File: src/rtl/hazard_ctrl_pkg.sv
// Shared types and constants for the pipeline hazard controller.
package hazard_pkg;

    typedef enum logic {
        RUN,
        LU_STALL
    } state_e;

    localparam int unsigned REG_ZERO       = 0;
    localparam int unsigned LOAD_STALL_MIN = 1;
    localparam int unsigned LOAD_STALL_MAX = 4;

    function automatic bit load_stall_legal(input int unsigned n);
        return (n >= LOAD_STALL_MIN) && (n <= LOAD_STALL_MAX);
    endfunction

endpackage

File: src/rtl/hazard_ctrl_if.sv
// ID-stage hazard inputs and pipeline-register control outputs of hazard_ctrl.
interface hazard_ctrl_if #(
    parameter int unsigned REG_W = 5,
    parameter int unsigned CNT_W = 32
);
    logic [REG_W-1:0] id_rs_i;
    logic [REG_W-1:0] id_rt_i;
    logic             id_rs_use_i;
    logic             id_rt_use_i;
    logic             ex_memread_i;
    logic [REG_W-1:0] ex_rt_i;
    logic             branch_taken_i;
    logic             dmem_req_i;
    logic             dmem_ready_i;
    logic             pc_write_o;
    logic             if_id_write_o;
    logic             if_id_flush_o;
    logic             id_ex_nop_o;
    logic             id_ex_write_o;
    logic             ex_mem_write_o;
    logic             mem_wb_nop_o;
    logic [CNT_W-1:0] lu_stall_cnt_o;
    logic [CNT_W-1:0] mem_wait_cnt_o;

    modport master (
        output id_rs_i, id_rt_i, id_rs_use_i, id_rt_use_i, ex_memread_i, ex_rt_i,
               branch_taken_i, dmem_req_i, dmem_ready_i,
        input  pc_write_o, if_id_write_o, if_id_flush_o, id_ex_nop_o, id_ex_write_o,
               ex_mem_write_o, mem_wb_nop_o, lu_stall_cnt_o, mem_wait_cnt_o
    );

    modport slave (
        input  id_rs_i, id_rt_i, id_rs_use_i, id_rt_use_i, ex_memread_i, ex_rt_i,
               branch_taken_i, dmem_req_i, dmem_ready_i,
        output pc_write_o, if_id_write_o, if_id_flush_o, id_ex_nop_o, id_ex_write_o,
               ex_mem_write_o, mem_wb_nop_o, lu_stall_cnt_o, mem_wait_cnt_o
    );
endinterface

File: src/rtl/hazard_ctrl_sat_counter.sv
// Saturating up-counter with synchronous active-low clear.
module sat_counter #(
    parameter int unsigned W = 32
) (
    input  logic         clk_i,
    input  logic         rst_i,
    input  logic         inc,
    output logic [W-1:0] count
);
    logic [W-1:0] count_q;
    logic [W-1:0] count_d;

    always_comb begin
        count_d = count_q;
        if (inc && (count_q != '1)) begin
            count_d = count_q + W'(1);
        end
    end

    always_ff @(posedge clk_i) begin
        if (!rst_i) begin
            count_q <= '0;
        end else begin
            count_q <= count_d;
        end
    end

    assign count = count_q;
endmodule

File: src/rtl/hazard_ctrl.sv
// Load-use stall, memory freeze and branch flush control for the 5-stage pipeline.
module hazard_ctrl
    import hazard_pkg::*;
#(
    parameter int unsigned REG_W      = 5,
    parameter int unsigned LOAD_STALL = 1,
    parameter int unsigned CNT_W      = 32
) (
    input  logic          clk_i,
    input  logic          rst_i,
    hazard_ctrl_if.slave  bus
);
    if (!load_stall_legal(LOAD_STALL)) begin : g_bad_load_stall
        $error("hazard_ctrl: LOAD_STALL out of range 1..4");
    end

    localparam logic [REG_W-1:0] ZERO_REG = REG_W'(REG_ZERO);
    localparam logic [1:0]       REM_INIT = (LOAD_STALL > 1) ? 2'(LOAD_STALL - 2) : 2'd0;

    state_e     state_q, state_d;
    logic [1:0] rem_q, rem_d;
    logic       haz, frz, stall_act;

    assign haz = bus.ex_memread_i && (bus.ex_rt_i != ZERO_REG) &&
                 ((bus.id_rs_use_i && (bus.id_rs_i == bus.ex_rt_i)) ||
                  (bus.id_rt_use_i && (bus.id_rt_i == bus.ex_rt_i)));
    assign frz       = bus.dmem_req_i && !bus.dmem_ready_i;
    assign stall_act = !frz && ((state_q == LU_STALL) || haz);

    always_ff @(posedge clk_i) begin
        if (!rst_i) begin
            state_q <= RUN;
            rem_q   <= '0;
        end else begin
            state_q <= state_d;
            rem_q   <= rem_d;
        end
    end

    // The first bubble is issued from RUN, so LU_STALL only covers the remaining LOAD_STALL-1.
    always_comb begin
        state_d = state_q;
        rem_d   = rem_q;
        if (!frz) begin
            unique case (state_q)
                RUN: begin
                    if (haz && (LOAD_STALL > 1)) begin
                        state_d = LU_STALL;
                        rem_d   = REM_INIT;
                    end
                end
                LU_STALL: begin
                    if (rem_q == '0) begin
                        state_d = RUN;
                    end else begin
                        rem_d = rem_q - 2'd1;
                    end
                end
                default: state_d = RUN;
            endcase
        end
    end

    always_comb begin
        bus.pc_write_o     = 1'b1;
        bus.if_id_write_o  = 1'b1;
        bus.if_id_flush_o  = bus.branch_taken_i;
        bus.id_ex_nop_o    = 1'b0;
        bus.id_ex_write_o  = 1'b1;
        bus.ex_mem_write_o = 1'b1;
        bus.mem_wb_nop_o   = 1'b0;
        if (rst_i) begin
            if (frz) begin
                bus.pc_write_o     = 1'b0;
                bus.if_id_write_o  = 1'b0;
                bus.if_id_flush_o  = 1'b0;
                bus.id_ex_write_o  = 1'b0;
                bus.ex_mem_write_o = 1'b0;
                bus.mem_wb_nop_o   = 1'b1;
            end else if (stall_act) begin
                bus.pc_write_o    = 1'b0;
                bus.if_id_write_o = 1'b0;
                bus.if_id_flush_o = 1'b0;
                bus.id_ex_nop_o   = 1'b1;
            end
        end
    end

    sat_counter #(.W(CNT_W)) u_lu_cnt (
        .clk_i (clk_i),
        .rst_i (rst_i),
        .inc   (rst_i && stall_act),
        .count (bus.lu_stall_cnt_o)
    );

    sat_counter #(.W(CNT_W)) u_mw_cnt (
        .clk_i (clk_i),
        .rst_i (rst_i),
        .inc   (rst_i && frz),
        .count (bus.mem_wait_cnt_o)
    );
endmodule

File: src/flat_wrapper.sv
// flat-port wrapper written by rule: the top's interface ports become plain ports
module hazard_ctrl_flat import hazard_pkg::*;
#(
    parameter int unsigned REG_W      = 5,
    parameter int unsigned LOAD_STALL = 1,
    parameter int unsigned CNT_W      = 32
)
  (clk_i, rst_i, bus_id_rs_i, bus_id_rt_i, bus_id_rs_use_i, bus_id_rt_use_i, bus_ex_memread_i, bus_ex_rt_i, bus_branch_taken_i, bus_dmem_req_i, bus_dmem_ready_i, bus_pc_write_o, bus_if_id_write_o, bus_if_id_flush_o, bus_id_ex_nop_o, bus_id_ex_write_o, bus_ex_mem_write_o, bus_mem_wb_nop_o, bus_lu_stall_cnt_o, bus_mem_wait_cnt_o);
  hazard_ctrl_if #(.REG_W(REG_W), .CNT_W(CNT_W)) bus_i ();
  input  logic clk_i;
  input  logic rst_i;
  input wire logic [$bits(bus_i.id_rs_i)-1:0] bus_id_rs_i;
  input wire logic [$bits(bus_i.id_rt_i)-1:0] bus_id_rt_i;
  input wire logic [$bits(bus_i.id_rs_use_i)-1:0] bus_id_rs_use_i;
  input wire logic [$bits(bus_i.id_rt_use_i)-1:0] bus_id_rt_use_i;
  input wire logic [$bits(bus_i.ex_memread_i)-1:0] bus_ex_memread_i;
  input wire logic [$bits(bus_i.ex_rt_i)-1:0] bus_ex_rt_i;
  input wire logic [$bits(bus_i.branch_taken_i)-1:0] bus_branch_taken_i;
  input wire logic [$bits(bus_i.dmem_req_i)-1:0] bus_dmem_req_i;
  input wire logic [$bits(bus_i.dmem_ready_i)-1:0] bus_dmem_ready_i;
  output wire logic [$bits(bus_i.pc_write_o)-1:0] bus_pc_write_o;
  output wire logic [$bits(bus_i.if_id_write_o)-1:0] bus_if_id_write_o;
  output wire logic [$bits(bus_i.if_id_flush_o)-1:0] bus_if_id_flush_o;
  output wire logic [$bits(bus_i.id_ex_nop_o)-1:0] bus_id_ex_nop_o;
  output wire logic [$bits(bus_i.id_ex_write_o)-1:0] bus_id_ex_write_o;
  output wire logic [$bits(bus_i.ex_mem_write_o)-1:0] bus_ex_mem_write_o;
  output wire logic [$bits(bus_i.mem_wb_nop_o)-1:0] bus_mem_wb_nop_o;
  output wire logic [$bits(bus_i.lu_stall_cnt_o)-1:0] bus_lu_stall_cnt_o;
  output wire logic [$bits(bus_i.mem_wait_cnt_o)-1:0] bus_mem_wait_cnt_o;
  assign bus_i.id_rs_i = bus_id_rs_i;
  assign bus_i.id_rt_i = bus_id_rt_i;
  assign bus_i.id_rs_use_i = bus_id_rs_use_i;
  assign bus_i.id_rt_use_i = bus_id_rt_use_i;
  assign bus_i.ex_memread_i = bus_ex_memread_i;
  assign bus_i.ex_rt_i = bus_ex_rt_i;
  assign bus_i.branch_taken_i = bus_branch_taken_i;
  assign bus_i.dmem_req_i = bus_dmem_req_i;
  assign bus_i.dmem_ready_i = bus_dmem_ready_i;
  assign bus_pc_write_o = bus_i.pc_write_o;
  assign bus_if_id_write_o = bus_i.if_id_write_o;
  assign bus_if_id_flush_o = bus_i.if_id_flush_o;
  assign bus_id_ex_nop_o = bus_i.id_ex_nop_o;
  assign bus_id_ex_write_o = bus_i.id_ex_write_o;
  assign bus_ex_mem_write_o = bus_i.ex_mem_write_o;
  assign bus_mem_wb_nop_o = bus_i.mem_wb_nop_o;
  assign bus_lu_stall_cnt_o = bus_i.lu_stall_cnt_o;
  assign bus_mem_wait_cnt_o = bus_i.mem_wait_cnt_o;
  hazard_ctrl #(.REG_W(REG_W), .LOAD_STALL(LOAD_STALL), .CNT_W(CNT_W)) u_core (.clk_i(clk_i), .rst_i(rst_i), .bus(bus_i));
endmodule
File: config.mk
export PLATFORM = sky130hd
export DESIGN_NAME = hazard_ctrl_flat
export DESIGN_NICKNAME = d
export VERILOG_FILES = /design/src/rtl/hazard_ctrl_pkg.sv /design/src/rtl/hazard_ctrl_if.sv /design/src/rtl/hazard_ctrl_sat_counter.sv /design/src/rtl/hazard_ctrl.sv /design/src/flat_wrapper.sv
export SDC_FILE = /design/constraint.sdc
export NUM_CORES = 1
export LEC_CHECK = 0
export ABC_AREA = 1
export CAP_MARGIN = 20
export CORE_ASPECT_RATIO = 2
export CORE_MARGIN = 1.5
export CORE_UTILIZATION = 50
export CTS_CLUSTER_SIZE = 28
export DETAILED_ROUTE_END_ITERATION = 16
export PLACE_DENSITY = 0.77
export SETUP_SLACK_MARGIN = 0.5
export SLEW_MARGIN = 20
export SYNTH_ARGS = -nofsm -noshare
export SYNTH_HDL_FRONTEND = slang
export SYNTH_SLANG_ARGS = --single-unit
File: constraint.sdc
create_clock -name clk_i -period 3.8 [get_ports clk_i]
set_input_delay 0.76 -clock clk_i [delete_from_list [all_inputs] [get_ports clk_i]]
set_output_delay 0.76 -clock clk_i [all_outputs]
set_load 0.1 [all_outputs]
==> out/qor.txt, run 1 <==
Mux contribution to synthesized area - 0%
Synth Net Count - 881
Post-Synth XOR/XNOR Area - 3.027%
DR vias/cell - 5.043
Area leader, netlist - dfxtp_1
GRT Total Usage - 27.59%
RSZ-0062 raised after global routing - no
Row cnt - 51
Routed len/inst - 12.78 um
Layout area overhead - 27.65%
Synth warn - 0
Final setup viols - 0
CP arrival - 2.35 ns
Max-slew headroom - 31.04%
Largest family of logic cells by synthesized area - simple AND/OR/NAND/NOR gates
Starting Density - 51.05%
TNS Setup - 0 ns
Core area - 9635 sq um
Most used DFF post-synth - dfxtp_1
Layout fillers - 948
Cell repeated most along the worst path - inv_1
Post-Syn Area - 4918 sq um
Vias post-DR - 5,406
Critical Path RT - 3.04 ns
Worst R2R Setup Slack - 1.58 ns
Slowest cell on the critical path - clkdlybuf4s50_1
Clock root buffer - clkbuf_16
Peak supply drop - 0.2224 mV
Outcome - finished clean
Cts repair resizes - 0
Maxcap violations - 0
Ranking of synthesized cells by area - dfxtp_1 (27%), nand2_1 (21%), inv_1 (11%), nor2_1 (9.5%), nand3_1 (4.7%)
Lkg Pwr - 0.002636 uW
Worst min path class - reg2reg
Yosys reg bits - 67
Post-Synth Simple-Gate Area - 48.31%
Skew final - 0.007558 ns
First-iteration detailed-routing DRC count - 317
Routed WL - 13,700 um
Share of cells above drive strength 1 - 7.766%
Drt first pass iters - 5
Post-synth EDFFs - 0
Leading cell types in the layout, fill and taps excluded - nand2_1 (280), inv_1 (146), nor2_1 (121)
ANT cells - 0
Synth Area in Adders - 0.7632%
Setup CP Type - in2out
Port bufs - 93
PwrDens - 263.7 nW/um^2
Gpl congestion - 0.9421
Nature of the critical path endpoint - output pin
Die Y-Extent - 143.3 um
Die Width - 73.13 um
Worst-Skew Late Latency - 0.33 ns
Mapped Avg Cell Area - 5.753 sq um
Most common cell after layout, fill and taps aside - nand2_1
Final Net Count - 961
Io pins - 94
Max-slew violation count - 0
Tcrit/Tclk final - 81.97%
CP max FO - 3
Async SR Flop Fraction - 0%
Worst setup SP type - input pin
Post-detailed-route count of antenna-violating nets - 0
CTS clk-pin slew, worst paths - 0.05 ns
# DRC - 0
Die area - 10,480 sq um
Critical Path, Cell by Cell - clkdlybuf4s50_1, inv_1, nand4_1, o21ai_0, inv_1, nand2_1, nand2_2, o21ai_4, and2_2, buf_12
Share of the synthesized area in the top cell type - 27.27%
CTS tree - built
Total CTS buffers - 9
CTS H-tree lvls - 3
Vias in the first global route - 5,022
Wire length of the first global-routing pass - 22,560 um
Peak Freq - 321.0 MHz
Clk sinks - 67
Gate Count Post-Synth - 855
Hpwl dp - 10,370 um
Global route overflow - 0
Slew @ Worst Pin - 1.031 ns
Clock Tree Buf Depth - 2
Worst path max stage delay - 0.44 ns
Hold-fix buffers, CTS - 0
Largest net degree at the start of global routing - 56
Compound-cell area share of the yosys netlist - 5.266%
Fin crit period - 3.115 ns
Buffer and inverter count on the worst path - 4
Yosys cell types - 33
Final hold violation count - 0
Top Family by Delay on Critical Path - buffers and inverters
Initial antenna violation count - 0
Post-CTS Setup Repair Bufs - 0
Seq/Total Area, Yosys - 27.27%
Utilization after layout - 65.16%
Min Hold Slack - 0.4821 ns
==> state kept, by name, indices dropped and copies added (netlist names) <==
signal / cells
u_core.rem_q: 2
u_core.state_q: 1
u_core.u_lu_cnt.count: 32
u_core.u_mw_cnt.count: 32
==> where the power goes <==
group | internal [uW] | switching [uW]
Clock | 462 | 328
Combinational | 55.4 | 104
Sequential | 704 | 2.22
Total | 1220 | 434
==> cells in the mapped netlist, types with 2 or more instances <==
cell,number
buf_6,4
inv_1,149
nor2_2,7
nand3b_1,11
xnor2_1,4
nand3_2,4
nor2_1,124
nand4_1,34
xor2_1,13
buf_4,4
nand3_1,46
dfxtp_1,67
a21oi_1,20
buf_2,12
and2_1,2
inv_2,3
nand2_1,281
a21oi_2,10
nor3_1,21
nand2_2,8
clkbuf_1,8
ha_1,3
o21ai_0,10
==> worst reg2reg max path, delay by kind of cell, from the launching register on <==
kind	cells	cell delay (ns)
flops	1	0.40
fa+ha+maj	1	0.22
simple gates	10	1.21
buf+inv	1	0.27
==> layout make-up <==
class | instances | area [sq um] | area share [%]
Multi-Input combinational cell | 607 | 2859 | 45.54
Sequential cell | 67 | 1341 | 21.36
Timing Repair Buffer | 98 | 1051 | 16.74
Inverter | 152 | 581.8 | 9.267
Clock buffer | 11 | 242.7 | 3.866
Tap cell | 132 | 165.2 | 2.631
Clock inverter | 5 | 37.54 | 0.5978
==> per-layer routing <==
layer	global-route usage, %	part of all wire (%)
met2	52.97	57
met5	0	0
met3	4.305	3.2
met4	15.99	4.7
met1	26.23	36
==> worst paths after layout <==
check / endpoint / cells after the start / from
max: bus_if_id_flush_o / 10 / bus_ex_rt_i[1]
min: u_core.rem_q[0] / 2 / u_core.rem_q[0]
max reg2reg: u_core.u_mw_cnt.count[16] / 12 / u_core.u_mw_cnt.count[0]
min reg2reg: u_core.rem_q[0] / 2 / u_core.rem_q[0]
==> metrics by stage <==
stage | setup WS, ns | cell area, sq um | power [uW] | instances
global route | 0.5442 | 6279 | 1720 | 1072
global placement | 0.6926 | 5998 | 881.5 | 1056
CTS | 0.6711 | 6279 | 1675 | 1072
floorplan | 0.4261 | 4972 | 827.9 | 855
finish | 0.6851 | 6279 | 1656 | 1072
detailed placement | 0.6764 | 5998 | 882.5 | 1056
==> kinds of logic after synthesis <==
family,after synthesis
buffers and inverters,181
AOI/OAI and AO/OA,43
DFF,67
xor gates and xnor gates,17
adders and majority gates,3
and+or+nand+nor,544
Note: power is estimated with default switching activity, not from simulation.
==> inputs of run 2 (changes only) <==
Settings changed: CORE_UTILIZATION 50 to 48, PLACE_DENSITY 0.77 to 0.78.
Clock period 3.8 ns to 2.82 ns, I/O delays scaled along.
==> run 2 against run 1 <==
Count of clock-buffer cells in the layout down 1. Setup slack got worse by 0.091 ns. Largest cell class unchanged. Critical path depth did not move. Non-clock buffer count rose by 10. Clock power grew 67%. Register-to-register slack got worse by 0.85 ns. Hold slack gained 0.0049 ns. Routed wire length increased by 3.6%. Utilization fell by 2.6 points. Combinational power grew 39%. Total power increased by 51%.
==> out/qor.txt, run 2 (synthesis results as in run 1) <==
Max-slew violation count - 0 (unchanged)
First-iteration detailed-routing DRC count - 374 (+18%)
Fin crit period - 2.226 ns
Reg area - 1351 sq um (+0.75%)
Non-Filler Instances - 1,085 (+1.2%)
Leading cell types in the layout, fill and taps excluded - nand2_1 (278), inv_1 (141), nor2_1 (121)
PwrDens - 398.7 nW/um^2 (+51%)
Total power - 2498 uW (+51%)
Routed WL - 14,180 um (+3.6%)
# DRC - 0 (unchanged)
Clock root buffer - clkbuf_16
Outcome - finished clean
Part of the power in combinational logic - 8.8% (-0.8 points)
Worst-Skew Late Latency - 0.34 ns (about the same)
Final hold violation count - 0 (unchanged)
Dpl ws - 0.03407 ns (-0.6423 ns)
Reg power frac - 38.1% (-4.6 points)
Peak Freq - 449.3 MHz
Vias in the first global route - 5,181 (+3.2%)
Global route overflow - 0 (unchanged)
Switching Power - 585.8 uW (+35%)
Peak supply drop - 0.3297 mV (+48%)
RSZ-0062 raised after global routing - yes
CP max FO - 3 (unchanged)
Vias post-DR - 5,389 (-0.31%)
GRT Total Usage - 27.40% (-0.20 points)
Io pins - 94 (unchanged)
Post-detailed-route count of antenna-violating nets - 0 (unchanged)
Multi-input logic area - 2878 sq um (+0.66%)
Part of the power in the clock network - 53.0% (+5.3 points)
CP arrival - 1.66 ns (-0.69 ns)
Largest net degree at the start of global routing - 48 (-14%)
CTS H-tree lvls - 3 (unchanged)
Slew @ Worst Pin - 0.5890 ns (-0.4421 ns)
Final setup viols - 0 (unchanged)
Most common cell after layout, fill and taps aside - nand2_1
Worst setup SP type - input pin
Layout fillers - 1,032 (+8.9%)
# placed instances - 1,067 (+1.0%)
Nature of the critical path endpoint - output pin
Skew final - 0.008858 ns (+0.001300 ns)
Lkg Pwr - 0.002897 uW (+9.9%)
Gpl congestion - 0.9742 (+3.4%)
Hpwl dp - 10,870 um (+4.8%)
Die Y-Extent - 146.2 um (+2.0%)
Worst min path class - reg2reg
Sw Ratio - 23.46% (-2.8 points)
Tcrit/Tclk final - 78.93%
Layout area overhead - 27.37%
CTS clk-pin slew, worst paths - 0.06 ns (about the same)
Setup slack after layout - 0.5941 ns (-0.09094 ns)
ANT cells - 0 (unchanged)
Final Net Count - 971 (+1.0%)
Core area - 10,020 sq um (+4.0%)
Total CTS buffers - 9 (unchanged)
Max-slew headroom - 60.59% (+30 points)
Initial antenna violation count - 0 (unchanged)
Row cnt - 52 (+2.0%)
Routed len/inst - 13.07 um (+2.3%)
Wire length of the first global-routing pass - 23,110 um (+2.4%)
CTS tree - built
Die area - 10,900 sq um (+4.0%)
Die Width - 74.58 um (+2.0%)
Drt first pass iters - 7 (+2)
Clk sinks - 67 (unchanged)
Port bufs - 93 (unchanged)
Share of cells above drive strength 1 - 18.74% (+11 points)
Critical Path RT - 2.26 ns (-0.78 ns)
DR vias/cell - 4.967 (-1.5%)
P_int - 1912 uW (+57%)
Setup CP Type - in2out
Maxcap violations - 0 (unchanged)
Starting Density - 49.09% (-2.0 points)
Clock Tree Buf Depth - 2 (unchanged)
run 2: changes by cell type in the layout (fill, tap and decap cells not counted), sizes merged, moves of 2 or more:
cell	previous run	this run
dlygate4sd2	0	4
bufinv	0	3
buf	12	91
clkinvlp	3	1
clkdlybuf4s50	86	1
dlymetal6s2s	0	2
clkbuf	11	20
run 2: final timing paths:
| kind | startpoint | to | slack (ns) | cells past startpoint |
|---|---|---|---|---|
| setup reg to reg | u_core.u_mw_cnt.count[0] | u_core.u_mw_cnt.count[18] | 0.73 | 12 |
| hold / removal | u_core.u_mw_cnt.count[2] | u_core.u_mw_cnt.count[2] | 0.49 | 2 |
| hold reg to reg | u_core.u_mw_cnt.count[2] | u_core.u_mw_cnt.count[2] | 0.49 | 2 |
| setup / recovery | bus_id_rt_use_i | bus_if_id_flush_o | 0.59 | 10 |
run 2: critical path, stage by stage:
cell and delay (ns):
dlygate4sd2_1 0.24, nand2_1 0.06, nor2_1 0.04, nand3_1 0.07, nand2_1 0.05, nand2_1 0.08
nand2_2 0.08, o21ai_4 0.16, and2_4 0.16, buf_12 0.16
run 2: layout make-up:
type                            instances  area share (%)
Clock buffer                           10           3.815
Sequential cell                        67           21.57
Tap cell                              135           2.696
Timing Repair Buffer                  108           14.54
Multi-Input combinational cell        607           45.94
Clock inverter                          6           1.797
Inverter                              152           9.646
run 2: stage by stage:
stage	hold slack [ns]	instance area (sq um)	TNS, ns	util (%)
floorplan	0.4511	5035	-0.2252	-
global placement	0.4638	5939	0	59.28
detailed placement	0.4748	5939	0	59.28
CTS	0.4847	6291	0	62.79
global route	0.4958	6265	0	62.53
finish	0.4870	6265	0	62.53
run 2: timing repair:
action,4_1_cts,5_1_grt
setup buffers,2,0
pin swaps,9,18
resized for setup,32,38
hold buffers,0,0
endpoints found under the setup margin,14,11
run 2: layer usage:
metal | wire length (um) | track usage, % | up-vias
li1 | - | - | 2796
met4 | 779 | 15.82 | 0
met1 | 4662 | 24.48 | 2392
met3 | 475 | 4.003 | 58
met2 | 8266 | 53.66 | 143
met5 | 0 | 0 | -
run 2: power by group through the flow:
stage	combinational, uW	clock [uW]	sequential [uW]
after floorplan	132	0	990
after global placement	228	0	973
after detailed placement	229	0	973
after CTS	223	1340	952
after global routing	239	1380	952
final	221	1320	953
